[src/rtl/systolic_skew_fifo_bank_if.sv]
// Purpose : bundle of write, burst-control and skewed-output signals for one array-edge FIFO bank.
// Latency : n/a (signal bundle only).
// Backpressure: none; the write side sees full/overflow, and the output side cannot stall.
// Ports   : master = producer/consumer side (drives wr_en, wr_data, start);
//           slave  = FIFO bank (drives full, empty, count, busy, done, out_valid, out_data, overflow).
interface systolic_skew_fifo_bank_if #(
    parameter int NUM_CH = 8,
    parameter int DATA_W = 8,
    parameter int ADDR_W = 4
);
    logic                     wr_en;
    logic [NUM_CH*DATA_W-1:0] wr_data;
    logic                     full;
    logic                     empty;
    logic [ADDR_W:0]          count;
    logic                     start;
    logic                     busy;
    logic                     done;
    logic [NUM_CH-1:0]        out_valid;
    logic [NUM_CH*DATA_W-1:0] out_data;
    logic                     overflow;

    modport master (
        output wr_en, wr_data, start,
        input  full, empty, count, busy, done, out_valid, out_data, overflow
    );

    modport slave (
        input  wr_en, wr_data, start,
        output full, empty, count, busy, done, out_valid, out_data, overflow
    );
endinterface

[src/rtl/systolic_skew_fifo_bank.sv]
// Purpose : NUM_CH lock-step FIFOs for one MAC-array edge; bursts stored vectors out with diagonal skew.
// Latency : vector popped in cycle c appears on channel i in cycle c+1+i; done at start+2+len+NUM_CH-1.
// Backpressure: none on the output; writes while full are dropped and set the sticky overflow flag.
// Ports   : clk, reset (async, active-high), bus (slave modport): wr_en/wr_data push one vector,
//           full/empty/count report occupancy, start/busy/done control a burst, out_valid/out_data
//           carry the skewed stream (data zero when invalid), overflow is sticky.
module systolic_skew_fifo_bank #(
    parameter int NUM_CH = 8,
    parameter int DATA_W = 8,
    parameter int DEPTH  = 16,
    parameter int ADDR_W = 4
) (
    input logic                      clk,
    input logic                      reset,
    systolic_skew_fifo_bank_if.slave bus
);
    localparam int DRAIN_W = $clog2(NUM_CH);
    localparam int CNT_W   = ADDR_W + 1;

    typedef enum logic [1:0] {
        IDLE   = 2'd0,
        STREAM = 2'd1,
        DRAIN  = 2'd2
    } state_t;

    state_t                   state, state_nxt;
    logic [CNT_W-1:0]         count_q, count_nxt;
    logic [CNT_W-1:0]         rem_q, rem_nxt;       // pops left in the current burst
    logic [DRAIN_W-1:0]       drain_q, drain_nxt;
    logic                     done_q, done_nxt;
    logic                     full_q, empty_q, overflow_q;
    logic [ADDR_W-1:0]        wr_ptr, rd_ptr;
    logic                     push, pop;
    logic [NUM_CH*DATA_W-1:0] mem [DEPTH];
    logic [NUM_CH-1:0]        out_valid_w;
    logic [NUM_CH*DATA_W-1:0] out_data_w;

    assign push      = bus.wr_en && !full_q;
    assign count_nxt = count_q + CNT_W'(push) - CNT_W'(pop);

    // Burst control: burst length is frozen at start so vectors written mid-burst wait for the next one.
    always_comb begin
        state_nxt = state;
        rem_nxt   = rem_q;
        drain_nxt = drain_q;
        done_nxt  = 1'b0;
        pop       = 1'b0;
        case (state)
            IDLE: begin
                if (bus.start) begin
                    if (count_q != '0) begin
                        rem_nxt   = count_q;
                        state_nxt = STREAM;
                    end else begin
                        done_nxt = 1'b1;
                    end
                end
            end
            STREAM: begin
                pop     = 1'b1;
                rem_nxt = rem_q - CNT_W'(1);
                if (rem_q == CNT_W'(1)) begin
                    drain_nxt = '0;
                    state_nxt = DRAIN;
                end
            end
            DRAIN: begin
                // NUM_CH cycles here lets the last vector reach the final channel before done.
                drain_nxt = drain_q + DRAIN_W'(1);
                if (drain_q == DRAIN_W'(NUM_CH - 1)) begin
                    done_nxt  = 1'b1;
                    state_nxt = IDLE;
                end
            end
            default: state_nxt = IDLE;
        endcase
    end

    always_ff @(posedge clk or posedge reset) begin
        if (reset) begin
            state   <= IDLE;
            rem_q   <= '0;
            drain_q <= '0;
            done_q  <= 1'b0;
        end else begin
            state   <= state_nxt;
            rem_q   <= rem_nxt;
            drain_q <= drain_nxt;
            done_q  <= done_nxt;
        end
    end

    // Occupancy and pointers, shared by all channels.
    always_ff @(posedge clk or posedge reset) begin
        if (reset) begin
            count_q    <= '0;
            full_q     <= 1'b0;
            empty_q    <= 1'b1;
            overflow_q <= 1'b0;
            wr_ptr     <= '0;
            rd_ptr     <= '0;
        end else begin
            count_q <= count_nxt;
            full_q  <= (count_nxt == CNT_W'(DEPTH));
            empty_q <= (count_nxt == '0);
            if (bus.wr_en && full_q)
                overflow_q <= 1'b1;
            if (push)
                wr_ptr <= wr_ptr + ADDR_W'(1);
            if (pop)
                rd_ptr <= rd_ptr + ADDR_W'(1);
        end
    end

    // Storage is not reset; only slots covered by count are ever read.
    always_ff @(posedge clk) begin
        if (push)
            mem[wr_ptr] <= bus.wr_data;
    end

    // Per-channel skew line: stage 0 is the registered RAM read, channel i adds i further stages.
    for (genvar i = 0; i < NUM_CH; i++) begin : g_ch
        logic [DATA_W-1:0] dat_q [i+1];
        logic [i:0]        vld_q;

        always_ff @(posedge clk or posedge reset) begin
            if (reset) begin
                vld_q <= '0;
                for (int k = 0; k <= i; k++)
                    dat_q[k] <= '0;
            end else begin
                vld_q[0] <= pop;
                dat_q[0] <= pop ? mem[rd_ptr][i*DATA_W +: DATA_W] : '0;
                for (int k = 1; k <= i; k++) begin
                    vld_q[k] <= vld_q[k-1];
                    dat_q[k] <= dat_q[k-1];
                end
            end
        end

        assign out_valid_w[i]                   = vld_q[i];
        assign out_data_w[i*DATA_W +: DATA_W]   = vld_q[i] ? dat_q[i] : '0;
    end

    assign bus.full      = full_q;
    assign bus.empty     = empty_q;
    assign bus.count     = count_q;
    assign bus.busy      = (state != IDLE);
    assign bus.done      = done_q;
    assign bus.overflow  = overflow_q;
    assign bus.out_valid = out_valid_w;
    assign bus.out_data  = out_data_w;
endmodule

[src/flat_wrapper.sv]
// flat-port wrapper written by rule: the top's interface ports become plain ports
module systolic_skew_fifo_bank_flat 
#(
    parameter int NUM_CH = 8,
    parameter int DATA_W = 8,
    parameter int DEPTH  = 16,
    parameter int ADDR_W = 4
)
  (clk, reset, bus_wr_en, bus_wr_data, bus_start, bus_full, bus_empty, bus_count, bus_busy, bus_done, bus_out_valid, bus_out_data, bus_overflow);
  systolic_skew_fifo_bank_if #(.NUM_CH(NUM_CH), .DATA_W(DATA_W), .ADDR_W(ADDR_W)) bus_i ();
  input logic clk;
  input logic reset;
  input wire logic [$bits(bus_i.wr_en)-1:0] bus_wr_en;
  input wire logic [$bits(bus_i.wr_data)-1:0] bus_wr_data;
  input wire logic [$bits(bus_i.start)-1:0] bus_start;
  output wire logic [$bits(bus_i.full)-1:0] bus_full;
  output wire logic [$bits(bus_i.empty)-1:0] bus_empty;
  output wire logic [$bits(bus_i.count)-1:0] bus_count;
  output wire logic [$bits(bus_i.busy)-1:0] bus_busy;
  output wire logic [$bits(bus_i.done)-1:0] bus_done;
  output wire logic [$bits(bus_i.out_valid)-1:0] bus_out_valid;
  output wire logic [$bits(bus_i.out_data)-1:0] bus_out_data;
  output wire logic [$bits(bus_i.overflow)-1:0] bus_overflow;
  assign bus_i.wr_en = bus_wr_en;
  assign bus_i.wr_data = bus_wr_data;
  assign bus_i.start = bus_start;
  assign bus_full = bus_i.full;
  assign bus_empty = bus_i.empty;
  assign bus_count = bus_i.count;
  assign bus_busy = bus_i.busy;
  assign bus_done = bus_i.done;
  assign bus_out_valid = bus_i.out_valid;
  assign bus_out_data = bus_i.out_data;
  assign bus_overflow = bus_i.overflow;
  systolic_skew_fifo_bank #(.NUM_CH(NUM_CH), .DATA_W(DATA_W), .DEPTH(DEPTH), .ADDR_W(ADDR_W)) u_core (.clk(clk), .reset(reset), .bus(bus_i));
endmodule
[config.mk]
export PLATFORM = sky130hd
export DESIGN_NAME = systolic_skew_fifo_bank_flat
export DESIGN_NICKNAME = d
export VERILOG_FILES = /design/src/rtl/systolic_skew_fifo_bank_if.sv /design/src/rtl/systolic_skew_fifo_bank.sv /design/src/flat_wrapper.sv
export SDC_FILE = /design/constraint.sdc
export NUM_CORES = 1
export LEC_CHECK = 0
export CORE_MARGIN = 10
export CORE_UTILIZATION = 35
export DETAILED_ROUTE_END_ITERATION = 8
export PLACE_DENSITY = 0.52
export SLEW_MARGIN = 10
export SYNTH_ARGS = -nofsm -noshare
export SYNTH_HDL_FRONTEND = slang
export SYNTH_SLANG_ARGS = --single-unit
export TNS_END_PERCENT = 10
[constraint.sdc]
create_clock -name clk -period 15.38 [get_ports clk]
set_input_delay 3.076 -clock clk [delete_from_list [all_inputs] [get_ports clk]]
set_output_delay 3.076 -clock clk [all_outputs]
set_load 0.01 [all_outputs]
Word-level counts from Yosys, hierarchy flattened
Memory sizes are Yosys's and may differ from the RTL's.
Cells that the tools add are included.
{ "op_classes": {"n_addsub": 6, "n_mux": 33, "n_eq_ne": 9, "reduce_logical": 12} }
{ "op_table": {"columns": ["cell", "count"], "rows": [
  ["8-bit two-way mux", 16],
  ["5-bit two-way mux", 2],
  ["5-bit one-hot mux with 2 select lines", 1],
  ["4-bit by 1-bit adder with 4-bit output (second input constant)", 2],
  ["2-bit two-way mux", 4],
  ["1-bit two-way mux", 6],
  ["2-bit by 1-bit inequality test with 1-bit output (second input constant)", 3],
  ["2-bit one-hot mux with 3 select lines", 1],
  ["3-bit one-hot mux with 2 select lines", 1],
  ["2-bit nonzero test", 3],
  ["5-bit by 1-bit adder with 5-bit output", 1],
  ["5-bit by 1-bit == test with 1-bit output (second input constant)", 1],
  ["5-bit == test (second input constant)", 1],
  ["5-bit logical NOT", 1],
  ["5-bit nonzero test", 1],
  ["5-bit by 1-bit subtractor with 5-bit output", 1],
  ["5-bit by 1-bit subtractor with 5-bit output (second input constant)", 1],
  ["4-bit AND reduction", 1],
  ["3-bit by 1-bit adder with 3-bit output (second input constant)", 1],
  ["3-bit == test (second input constant)", 1],
  ["3-bit two-way mux", 1],
  ["3-bit AND reduction", 1],
  ["2-bit by 1-bit == test with 1-bit output (second input constant)", 1],
  ["2-bit == test (second input constant)", 1],
  ["6 further kinds", 7]
]} }
{ "word_totals": {"memories": 1, "elab_cells": 115, "ramBits": 1024, "ff_bits": 351, "input_bits": 68} }
{ "memory_table": {"columns": ["name", "words", "width", "read_ports", "rd_clocked_by_memory_dff", "write_ports", "line", "rtl"], "rows": [
  ["u_core.mem", 16, 64, 1, 0, 1, "systolic_skew_fifo_bank.sv:34", "logic [NUM_CH*DATA_W-1:0] mem [DEPTH];"]
]} }

Logic depth before layout (Yosys ltp)
Gate-level depths: netlist (run 1).
{ "logic_depth": {"depth_word": 5, "mapped_depth": 13, "ltp_nobuf": 11} }

Worst setup path before layout (run 1)
OpenSTA, ideal clock, no wires.
{ "synth_timing": {"path_kind": "input-to-reg", "startpoint": "input port bus_wr_en", "endpoint": "memory u_core.mem[3][0] in the netlist's numbering (enable)", "setup_slack_ns": 6.825, "arrival_time_ns": 7.991, "path_buffers": 1, "required_time_ns": 14.816, "cell_stages": 4, "cell_sequence": "nor2b_1 -> clkbuf_1 -> nand2_1 -> nor3_1"} }
{ "synth_between": {"elab_chain_len": 3} }
{ "synth_rtl": {"columns": ["item", "line", "rtl"], "rows": [
  ["start, declared", "flat_wrapper.sv:13", "input wire logic [$bits(bus_i.wr_en)-1:0] bus_wr_en;"],
  ["1-bit logical AND", "systolic_skew_fifo_bank.sv:38", "assign push = bus.wr_en && !full_q;"],
  ["named net u_core.push", "systolic_skew_fifo_bank.sv:33", "logic push, pop;"],
  ["1-bit two-way mux", "systolic_skew_fifo_bank.sv:117", "if (push)"],
  ["1-bit two-way mux (not written as such)", "systolic_skew_fifo_bank.sv:118", "mem[wr_ptr] <= bus.wr_data;"],
  ["end, declared", "systolic_skew_fifo_bank.sv:34", null]
]} }
The timed path passes the listed nets, and every way through them passes these cells.

==> key figures, run 1 <==
Final layout
  – Share of layout cells above drive strength 1: 13.15%
  – Fill count: 12,110
  – Area added between synthesis and finish: 16.55%
  – Final net count: 2,775

Hold path
  – Min-Delay Path Class: register to register

STA
  – Tcrit/Tclk final: 36.76%
  – Setup TNS: 0 ns
  – Final Skew: 0.03128 ns
  – Post-layout min period: 5.654 ns
  – Worst-Margin Slew: 1.195 ns
  – Max Freq: 0.1769 GHz
  – Slew Limit Fails: 0
  – Final setup violation count: 0
  – Fin. Hold Viols: 0
  – Relative slew slack: 20.33%
  – RSZ-0062 raised after global routing: no

Route
  – DR vias/cell: 4.963
  – Total Wirelength: 116,200 um
  – 1st-pass router iterations: 5
  – DRT iter0 DRCs: 1,593
  – Vias: 23,190
  – Antenna-violating nets left: 0
  – Drt drc: 0
  – DR WL/cell: 24.86 um

Logic synthesis
  – Synth warn: 0
  – Mapped Nets: 2,570
  – Biggest area consumer among synthesized cells: edfxtp_1
  – Synth top area share: 63.04%
  – FF+latch count, synth: 1,347
  – Async S/R FF share, synth: 23.98%
  – Post-synthesis sequential area ratio: 79.62%
  – Synthesized cell area: 0.04877 mm2
  – Post-synth top flop: edfxtp_1
  – Top cells by area in the synthesized netlist: edfxtp_1, dfrtp_1, mux2i_1, mux4_2, a22oi_1
  – Synth Instances: 2,486
  – Number of synthesized flops with an enable pin: 1,024
  – Synth cell types: 44
  – Syn avg cell area: 19.62 um2

Flow run
  – Max-Cap Viols: 0

Clock tree
  – Post-CTS Setup Bufs: 0
  – CTS H-tree depth: 4
  – Clock root cell: clkbuf_16
  – Post-CTS Hold Fix Bufs: 0
  – Clock latency on the worst-skew pair: 0.77 ns
  – Clock sinks: 1,347
  – CTS resizes: 0
  – CTS tree: yes
  – Cts bufs inserted: 144
  – Clock transition at the registers of the reported paths: 0.06 ns
  – Clk buf depth: 3

Critical path
  – Setup crit start kind: register
  – Critical Path RT: 12.30 ns
  – CP max-delay cell: dfrtp_1
  – CP cell instances: and2_1 > clkdlybuf4s50_1
  – Worst Setup End Kind: output port
  – Critical Path Max Stage Delay: 0.86 ns
  – CP Max Fanout: 10
  – Critical Path AT: 2.58 ns
  – WS Path Type: register to output port

Power and ir drop
  – Max VDD drop: 0.1415 mV
  – Power Density: 195.2 mW/mm2
  – Clk pwr share: 30.3%
  – P_sw: 3386 uW
  – Seq pwr share: 44.4%
  – P_leak: 0.02006 uW
  – Switching share of power: 30.52%
  – Tot Pwr: 11,090 uW
  – Power share of the combinational group: 25.3%
  – Pint: 7707 uW

GRT
  – First-pass GRT wire length: 171,000 um
  – Total global-route track usage: 14.79%
  – Largest net degree at the start of global routing: 128
  – Initial antenna violation count: 10
  – Number of global-route vias before repair: 24,910
  – Global route overflow: 0

Floorplanning
  – Die Height: 393.3 um
  – Initial Util: 35.34%
  – Die area: 0.1547 mm2
  – # rows: 136
  – Core box area: 0.1380 mm2
  – DIE WIDTH: 393.3 um
  – Ports: 150

Place
  – Port Buffer Count: 149
  – DP Wirelength: 66,930 um
  – Routability cong.: 0.7880

Outcome
  – Outcome: complete, no violations
power by group through the flow:
stage               Clock (uW)  Combinational (uW)  Sequential (uW)
floorplan                    0                1910             4850
global placement             0                2850             5000
detailed placement           0                2880             5020
CTS                       3450                2890             4950
global route              3590                3040             5000
finish                    3360                2810             4930
placed cells by master (no fill, tap or decap), types with 7 or more instances in the layout:
cell             count
a21oi_1             12
a22oi_1            156
a32oi_1             12
and2_1              65
buf_4               36
clkbuf_1            39
clkbuf_16          151
clkbuf_8            20
clkdlybuf4s50_1    149
clkinv_1            15
clkinv_2            15
dfrtp_1            319
edfxtp_1          1024
ha_1                15
inv_1               14
mux2i_1            337
mux4_2              88
nand2_1             91
nand3_1             68
nand4_1             14
nor2_1               7
nor2_4              14
o211ai_1            59
o21ai_0              7
xnor2_1              8
final timing paths:
path | slack, ns | cells after the start | endpoint | startpoint
worst min-delay path | 0.33 | 0 | u_core.g_ch[2].dat_q[3] | u_core.g_ch[2].dat_q[11]
worst max register to register | 10.75 | 6 | u_core.g_ch[2].dat_q[22] | u_core.rd_ptr[0]
min in group asynchronous | 2.81 | 2 | u_core.g_ch[4].dat_q[31] | reset
worst max-delay path | 9.73 | 2 | bus_out_data[5] | u_core.g_ch[1].vld_q[0]
max in group asynchronous | 10.52 | 4 | u_core.g_ch[5].dat_q[36] | reset
worst min register to register | 0.33 | 0 | u_core.g_ch[2].dat_q[3] | u_core.g_ch[2].dat_q[11]
critical path, delay by kind of cell (launching register included):
family	cells	cell delay [ns]
flip-flops	1	0.86
AND/OR/NAND/NOR	1	0.36
buffers and inverters	1	0.58
cells in the mapped netlist (20+ instances only):
cell type and count:
a22oi_1 156, and2_1 67, buf_2 21, buf_4 21
buf_6 36, clkbuf_1 45, dfrtp_1 322, edfxtp_1 1024
mux2i_1 337, mux4_2 88, nand2_1 91, nand3_1 68
nor2_1 20, o211ai_1 59
layout make-up:
type | count | area (um2) | area share, %
repair buffers | 187 | 1802 | 3.169
multi-input cells | 995 | 9155 | 16.10
diodes | 3 | 7.507 | 0.01321
flip-flops and latches | 1347 | 38840 | 68.33
clock buffers | 211 | 4208 | 7.402
well taps | 1863 | 2331 | 4.100
clock inverters | 51 | 430.4 | 0.7571
inverters | 16 | 68.82 | 0.1211
cell families after synthesis:
logic type / Yosys count / synth area share (%)
flops: 1347 / 79.62
compound gates: 261 / 4.004
xor+xnor: 9 / 0.1616
fa+ha+maj: 16 / 0.4258
mux: 425 / 10.98
simple gates: 284 / 2.906
buf+inv: 144 / 1.903
stage by stage:
stage | utilization [%] | instance area (um2) | setup slack [ns] | cells | hold slack [ns]
after CTS | 41.19 | 56840 | 9.508 | 4670 | 0.3375
after detailed placement | 37.83 | 52200 | 9.366 | 4408 | 0.3347
final | 41.19 | 56850 | 9.726 | 4673 | 0.3322
after floorplan | - | 48770 | 3.364 | 2486 | 0.3312
after global placement | 37.83 | 52200 | 9.391 | 4408 | 0.3320
after global routing | 41.19 | 56840 | 9.547 | 4671 | 0.3389
layer usage:
layer / global-route usage [%] / wire (um) / vias up
met5: 0 / 74 / -
met4: 4.978 / 2967 / 10
li1: - / - / 10210
met3: 2.694 / 5208 / 176
met1: 18.28 / 48030 / 12280
met2: 25.96 / 59880 / 511
sequential cells by signal, indices dropped and copies added (netlist names):
signal               count
u_core.mem            1024
u_core.g_ch.dat_q      288
u_core.g_ch.vld_q        8
u_core.bus.count         5
u_core.rem_q             5
u_core.rd_ptr            4
u_core.wr_ptr            4
u_core.drain_q           3
u_core.state             2
u_core.bus.done          1
u_core.bus.empty         1
u_core.bus.full          1
u_core.bus.overflow      1
Power figures use the tool's default switching activity.
==> inputs of run 2 (changes only) <==
clock period = 5.65 ns   (was 15.38 ns; I/O delays follow)
==> key figures, run 2 (same netlist as run 1, synthesis figures left out) <==
Floorplanning
  – Core box area: 0.1380 mm2 (unchanged)
  – Initial Util: 35.34% (unchanged)
  – Ports: 150 (unchanged)
  – Die Height: 393.3 um (unchanged)
  – DIE WIDTH: 393.3 um (unchanged)
  – Die area: 0.1547 mm2 (unchanged)
  – # rows: 136 (unchanged)

GRT
  – M3 GR Usage: 3.072% (+0.38 points)
  – Number of global-route vias before repair: 24,990 (+0.32%)
  – Initial antenna violation count: 10 (unchanged)
  – Largest net degree at the start of global routing: 113 (-12%)
  – First-pass GRT wire length: 168,300 um (-1.6%)
  – Grt met1 use: 19.69% (+1.4 points)
  – Busiest grt layer: met2
  – Met2 Use GR: 23.17% (-2.8 points)
  – Total global-route track usage: 14.44% (-0.35 points)
  – Global route overflow: 0 (unchanged)

Power and ir drop
  – P_sw: 9145 uW (+170%)
  – Power share of the combinational group: 25.0% (-0.3 points)
  – Switching share of power: 30.11% (-0.41 points)
  – Max VDD drop: 0.2493 mV (+76%)
  – Seq pwr share: 44.3% (about the same)
  – Tot Pwr: 30,370 uW (+170%)
  – Pint: 21,220 uW (+180%)
  – Clk pwr share: 30.7% (+0.4 points)
  – P_leak: 0.02028 uW (+1.1%)
  – Power Density: 529.8 mW/mm2 (+170%)

STA
  – Slew Limit Fails: 0 (unchanged)
  – Post-layout min period: 3.775 ns
  – Relative slew slack: 19.71% (-0.63 points)
  – Crit path setup slack, layout: 1.876 ns (-7.850 ns)
  – Tcrit/Tclk final: 66.81%
  – Final Skew: 0.02353 ns (-0.007747 ns)
  – Fin. Hold Viols: 0 (unchanged)
  – RSZ-0062 raised after global routing: no
  – Worst-Margin Slew: 1.202 ns (+0.006530 ns)
  – Max Freq: 0.2649 GHz
  – Final setup violation count: 0 (unchanged)

Final layout
  – Biggest regs: u_core.mem: 1024 flops, u_core.g_ch.dat_q: 288 flops, u_core.g_ch.vld_q: 8 flops
  – Finished Core Util: 41.53% (+0.34 points)
  – Final net count: 2,792 (+0.61%)
  – Max reg flops: 1,024 (unchanged)
  – Area added between synthesis and finish: 17.52%
  – Most frequent cells in the layout: edfxtp_1, mux2i_1, dfrtp_1, a22oi_1
  – Biggest register: u_core.mem
  – Final Instance Area: 0.05732 mm2 (+0.83%)
  – Commonest non-fill, non-tap cell in the layout: edfxtp_1
  – Share of layout cells above drive strength 1: 13.91% (+0.76 points)
  – Finished Layout Cells: 4,693 (+0.43%)

Critical path
  – Critical path buffer and inverter count: 1 (unchanged)
  – WS Path Type: register to output port
  – Critical Path RT: 4.52 ns (-7.78 ns)
  – Critical Path Stages: 2 (unchanged)
  – CP max-delay cell: dfrtp_1
  – Setup crit start kind: register
  – Critical Path Max Stage Delay: 0.86 ns (about the same)
  – R2R depth: 10 (+4)
  – Critical Path AT: 2.64 ns (+0.06 ns)
  – CP Max Fanout: 10 (unchanged)
  – Delay-heaviest family, CP: flip-flops
  – CP cell instances: and2_1 > clkdlybuf4s50_1
  – Worst Setup End Kind: output port

Route
  – Total Wirelength: 113,700 um (-2.1%)
  – DRT iter0 DRCs: 1,852 (+16%)
  – 1st-pass router iterations: 5 (unchanged)
  – Drt drc: 0 (unchanged)
  – DR vias/cell: 4.980 (+0.34%)
  – Antenna-violating nets left: 0 (unchanged)
  – DR WL/cell: 24.23 um (-2.5%)
  – Vias: 23,370 (+0.77%)

Clock tree
  – Post-CTS Hold Fix Bufs: 0 (unchanged)
  – Clock latency on the worst-skew pair: 0.76 ns (about the same)
  – CTS tree: yes
  – Cts bufs inserted: 141 (-2.1%)
  – Clock sinks: 1,347 (unchanged)
  – Clk buf depth: 3 (unchanged)
  – CTS H-tree depth: 4 (unchanged)
  – Clock transition at the registers of the reported paths: 0.06 ns (about the same)
  – CTS resizes: 0 (unchanged)
  – Clock root cell: clkbuf_16
  – Post-CTS Setup Bufs: 0 (unchanged)

Hold path
  – Hold depth: 0 (unchanged)
  – Min-Delay Path Class: register to register

Place
  – Cell Area, Placed: 0.05259 mm2 (+0.74%)
  – Port Buffer Count: 149 (unchanged)
  – DP Wirelength: 63,970 um (-4.4%)
  – Routability cong.: 0.7562 (-4.0%)
  – DP Worst Slack: 1.230 ns (-8.136 ns)
  – Cells after DPL: 4,428 (+0.45%)

Flow run
  – Max-Cap Viols: 0 (unchanged)

Outcome
  – Outcome: complete, no violations
[run 2: cell types whose count changed in the layout (fill, tap and decap cells not counted), sizes merged]
| cell | change |
|---|---|
| buf | +20 |
| bufinv | +8 |
| clkbuf | -13 |
| clkinv | +10 |
| clkinvlp | -3 |
| diode | +1 |
| inv | -3 |
[run 2: through the flow]
step | TNS, ns | hold slack, ns
2_1_floorplan | -238.43 | 0.3312
3_3_place_gp | 0 | 0.3319
3_5_place_dp | 0 | 0.3347
4_1_cts | 0 | 0.3297
5_1_grt | 0 | 0.3387
6_report | 0 | 0.3299
[run 2: power groups by stage]
stage               clock (uW)  combinational (uW)  sequential [uW]
floorplan                    0                5210            13200
global placement             0                7650            13600
detailed placement           0                7710            13700
CTS                       9590                7740            13500
global route              9990                8220            13600
finish                    9340                7580            13400
[run 2: final cells by class]
cell class              instances  area (um2)
diodes                          4       10.01
multi-input cells             995        9155
fillers                     12080       80680
clock buffers                 198        4036
well taps                    1863        2331
clock inverters                63       685.7
repair buffers                207        2190
inverters                      16       65.06
flip-flops and latches       1347       38840
[run 2: path summary, 6_finish.rpt]
path	from	to	slack (ns)
max in group asynchronous	reset	u_core.rd_ptr[0]	3.80
worst max register to register	u_core.state[1]	u_core.bus.full	2.46
worst max-delay path	u_core.g_ch[1].vld_q[0]	bus_out_data[5]	1.88
worst min register to register	u_core.g_ch[5].dat_q[11]	u_core.g_ch[5].dat_q[3]	0.33
min in group asynchronous	reset	u_core.g_ch[4].dat_q[0]	0.74
worst min-delay path	u_core.g_ch[5].dat_q[11]	u_core.g_ch[5].dat_q[3]	0.33
[run 2: routing by layer]
layer  share of wire, %  routed length, um
met5              0.019                 22
met4                2.3               2578
met3                5.5               6253
met2                 48              54070
met1                 45              50810
==> inputs of run 3 (changes only) <==
PLACE_DENSITY = 0.54   (was 0.52)
clock period = 3.4 ns   (was 5.65 ns; I/O delays follow)
==> key figures, run 3 (same netlist as run 1, synthesis figures left out) <==
STA
  – Final setup violation count: 0 (unchanged)
  – Setup TNS: 0 ns (unchanged)
  – Final Skew: 0.02830 ns (+0.004766 ns)
  – Post-layout min period: 3.149 ns
  – Fin. Hold Viols: 0 (unchanged)
  – Tcrit/Tclk final: 92.60%
  – Relative slew slack: 42.83% (+23 points)
  – Slew Limit Fails: 0 (unchanged)
  – Max Freq: 0.3176 GHz
  – RSZ-0062 raised after global routing: no
  – Worst-Margin Slew: 0.8555 ns (-0.3461 ns)

Power and ir drop
  – Power Density: 874.3 mW/mm2 (+65%)
  – Seq pwr share: 43.5% (-0.8 points)
  – Power share of the combinational group: 26.7% (+1.7 points)
  – Max VDD drop: 0.5792 mV (+130%)
  – Clk pwr share: 29.8% (-0.9 points)
  – P_leak: 0.02053 uW (+1.2%)
  – Switching share of power: 30.44% (+0.33 points)
  – P_sw: 15,400 uW (+68%)
  – Pint: 35,190 uW (+66%)

Place
  – Cell Area, Placed: 0.05330 mm2 (+1.4%)
  – DP Wirelength: 67,550 um (+5.6%)
  – Routability cong.: 0.7607 (+0.60%)
  – Port Buffer Count: 149 (unchanged)

Final layout
  – Commonest non-fill, non-tap cell in the layout: edfxtp_1
  – Share of layout cells above drive strength 1: 15.02% (+1.1 points)
  – Most frequent cells in the layout: edfxtp_1, mux2i_1, dfrtp_1, a22oi_1, clkdlybuf4s50_1
  – Final Instance Area: 0.05787 mm2 (+0.96%)
  – Biggest regs: u_core.mem: 1024 flops, u_core.g_ch.dat_q: 288 flops, u_core.g_ch.vld_q: 8 flops
  – Max reg flops: 1,024 (unchanged)
  – Area added between synthesis and finish: 18.64%
  – Biggest register: u_core.mem
  – Final net count: 2,842 (+1.8%)

Floorplanning
  – Core box area: 0.1380 mm2 (unchanged)
  – Die Height: 393.3 um (unchanged)
  – Ports: 150 (unchanged)
  – # rows: 136 (unchanged)
  – Die area: 0.1547 mm2 (unchanged)
  – DIE WIDTH: 393.3 um (unchanged)
  – Initial Util: 35.34% (unchanged)

Clock tree
  – Clock latency on the worst-skew pair: 0.77 ns (about the same)
  – Clock transition at the registers of the reported paths: 0.06 ns (about the same)
  – Post-CTS Setup Bufs: 0 (unchanged)
  – CTS H-tree depth: 4 (unchanged)
  – Post-CTS Hold Fix Bufs: 0 (unchanged)
  – Clock root cell: clkbuf_16
  – CTS tree: yes
  – Clock sinks: 1,347 (unchanged)
  – CTS resizes: 0 (unchanged)
  – Clk buf depth: 3 (unchanged)
  – Cts bufs inserted: 141 (unchanged)

Critical path
  – Critical Path AT: 2.47 ns (-0.17 ns)
  – Critical Path RT: 2.72 ns (-1.80 ns)
  – WS Path Type: register to output port
  – Worst Setup End Kind: output port
  – CP Max Fanout: 9 (-1)
  – Setup crit start kind: register

Route
  – Antenna-violating nets left: 0 (unchanged)
  – Vias: 23,730 (+1.5%)
  – DR vias/cell: 5.002 (+0.44%)
  – 1st-pass router iterations: 5 (unchanged)
  – Total Wirelength: 114,800 um (+0.90%)
  – DRT iter0 DRCs: 1,869 (+0.92%)
  – Drt drc: 0 (unchanged)
  – DR WL/cell: 24.19 um (-0.17%)

Hold path
  – Min-Delay Path Class: primary input to asynchronous set/reset pin

Outcome
  – Outcome: complete, no violations

GRT
  – Number of global-route vias before repair: 25,370 (+1.5%)
  – Initial antenna violation count: 10 (unchanged)
  – First-pass GRT wire length: 170,700 um (+1.5%)
  – Global route overflow: 0 (unchanged)
  – Largest net degree at the start of global routing: 97 (-14%)
  – Total global-route track usage: 14.60% (+0.16 points)

Flow run
  – Max-Cap Viols: 0 (unchanged)
## run 3: power groups by stage
stage / Combinational, uW / Sequential (uW) / Clock [uW]
2_1_floorplan: 8660 / 21900 / 0
3_3_place_gp: 13700 / 22300 / 0
3_5_place_dp: 13800 / 22400 / 0
4_1_cts: 13800 / 22100 / 15500
5_1_grt: 14600 / 22300 / 16200
6_report: 13500 / 22000 / 15100
## run 3: per-layer routing
metal / track usage [%] / routed length [um] / share of wire, %
met5: 0 / 81 / 0.071
met4: 4.110 / 2167 / 1.9
met3: 3.258 / 6186 / 5.4
met2: 24.06 / 56340 / 49
met1: 19.34 / 49980 / 44
## run 3: layout make-up
| cell class | count | area, um2 |
|---|---|---|
| antenna | 3 | 7.507 |
| multi-input combinational | 995 | 9180 |
| fill | 12090 | 80140 |
| sequential | 1347 | 38840 |
| timing repair buffer | 257 | 2878 |
| clock inverter | 57 | 604.3 |
| tap | 1863 | 2331 |
| clock buffer | 205 | 3955 |
| inverter | 16 | 65.06 |
## run 3: path summary, 6_finish.rpt
path | cells after the start | slack (ns) | endpoint | startpoint
worst max-delay path | 2 | 0.25 | bus_out_data[5] | u_core.g_ch[1].vld_q[0]
worst max register to register | 10 | 0.73 | u_core.bus.full | u_core.state[1]
max in group asynchronous | 3 | 2.22 | u_core.g_ch[7].dat_q[39] | reset
worst min register to register | 0 | 0.32 | u_core.g_ch[6].dat_q[34] | u_core.g_ch[6].dat_q[42]
min in group clk | 0 | 0.32 | u_core.g_ch[6].dat_q[34] | u_core.g_ch[6].dat_q[42]
worst min-delay path | 2 | 0.31 | u_core.g_ch[5].dat_q[21] | reset
## run 3: worst max-delay path: stages (launching register included)
cell	delay, ns
dfrtp_1	0.66
and2_1	0.42
clkdlybuf4s50_1	0.62
## run 3: through the flow
stage	instances	total power (uW)	setup WS, ns	hold slack (ns)	util (%)
2_1_floorplan	2486	30560	-1.588	0.3312	-
3_3_place_gp	4478	36000	0.3697	0.3312	38.62
3_5_place_dp	4478	36160	0.4288	0.3347	38.62
4_1_cts	4740	51350	0.1656	0.2833	41.93
5_1_grt	4742	53060	0.06663	0.3218	41.93
6_report	4743	50590	0.2514	0.3086	41.93
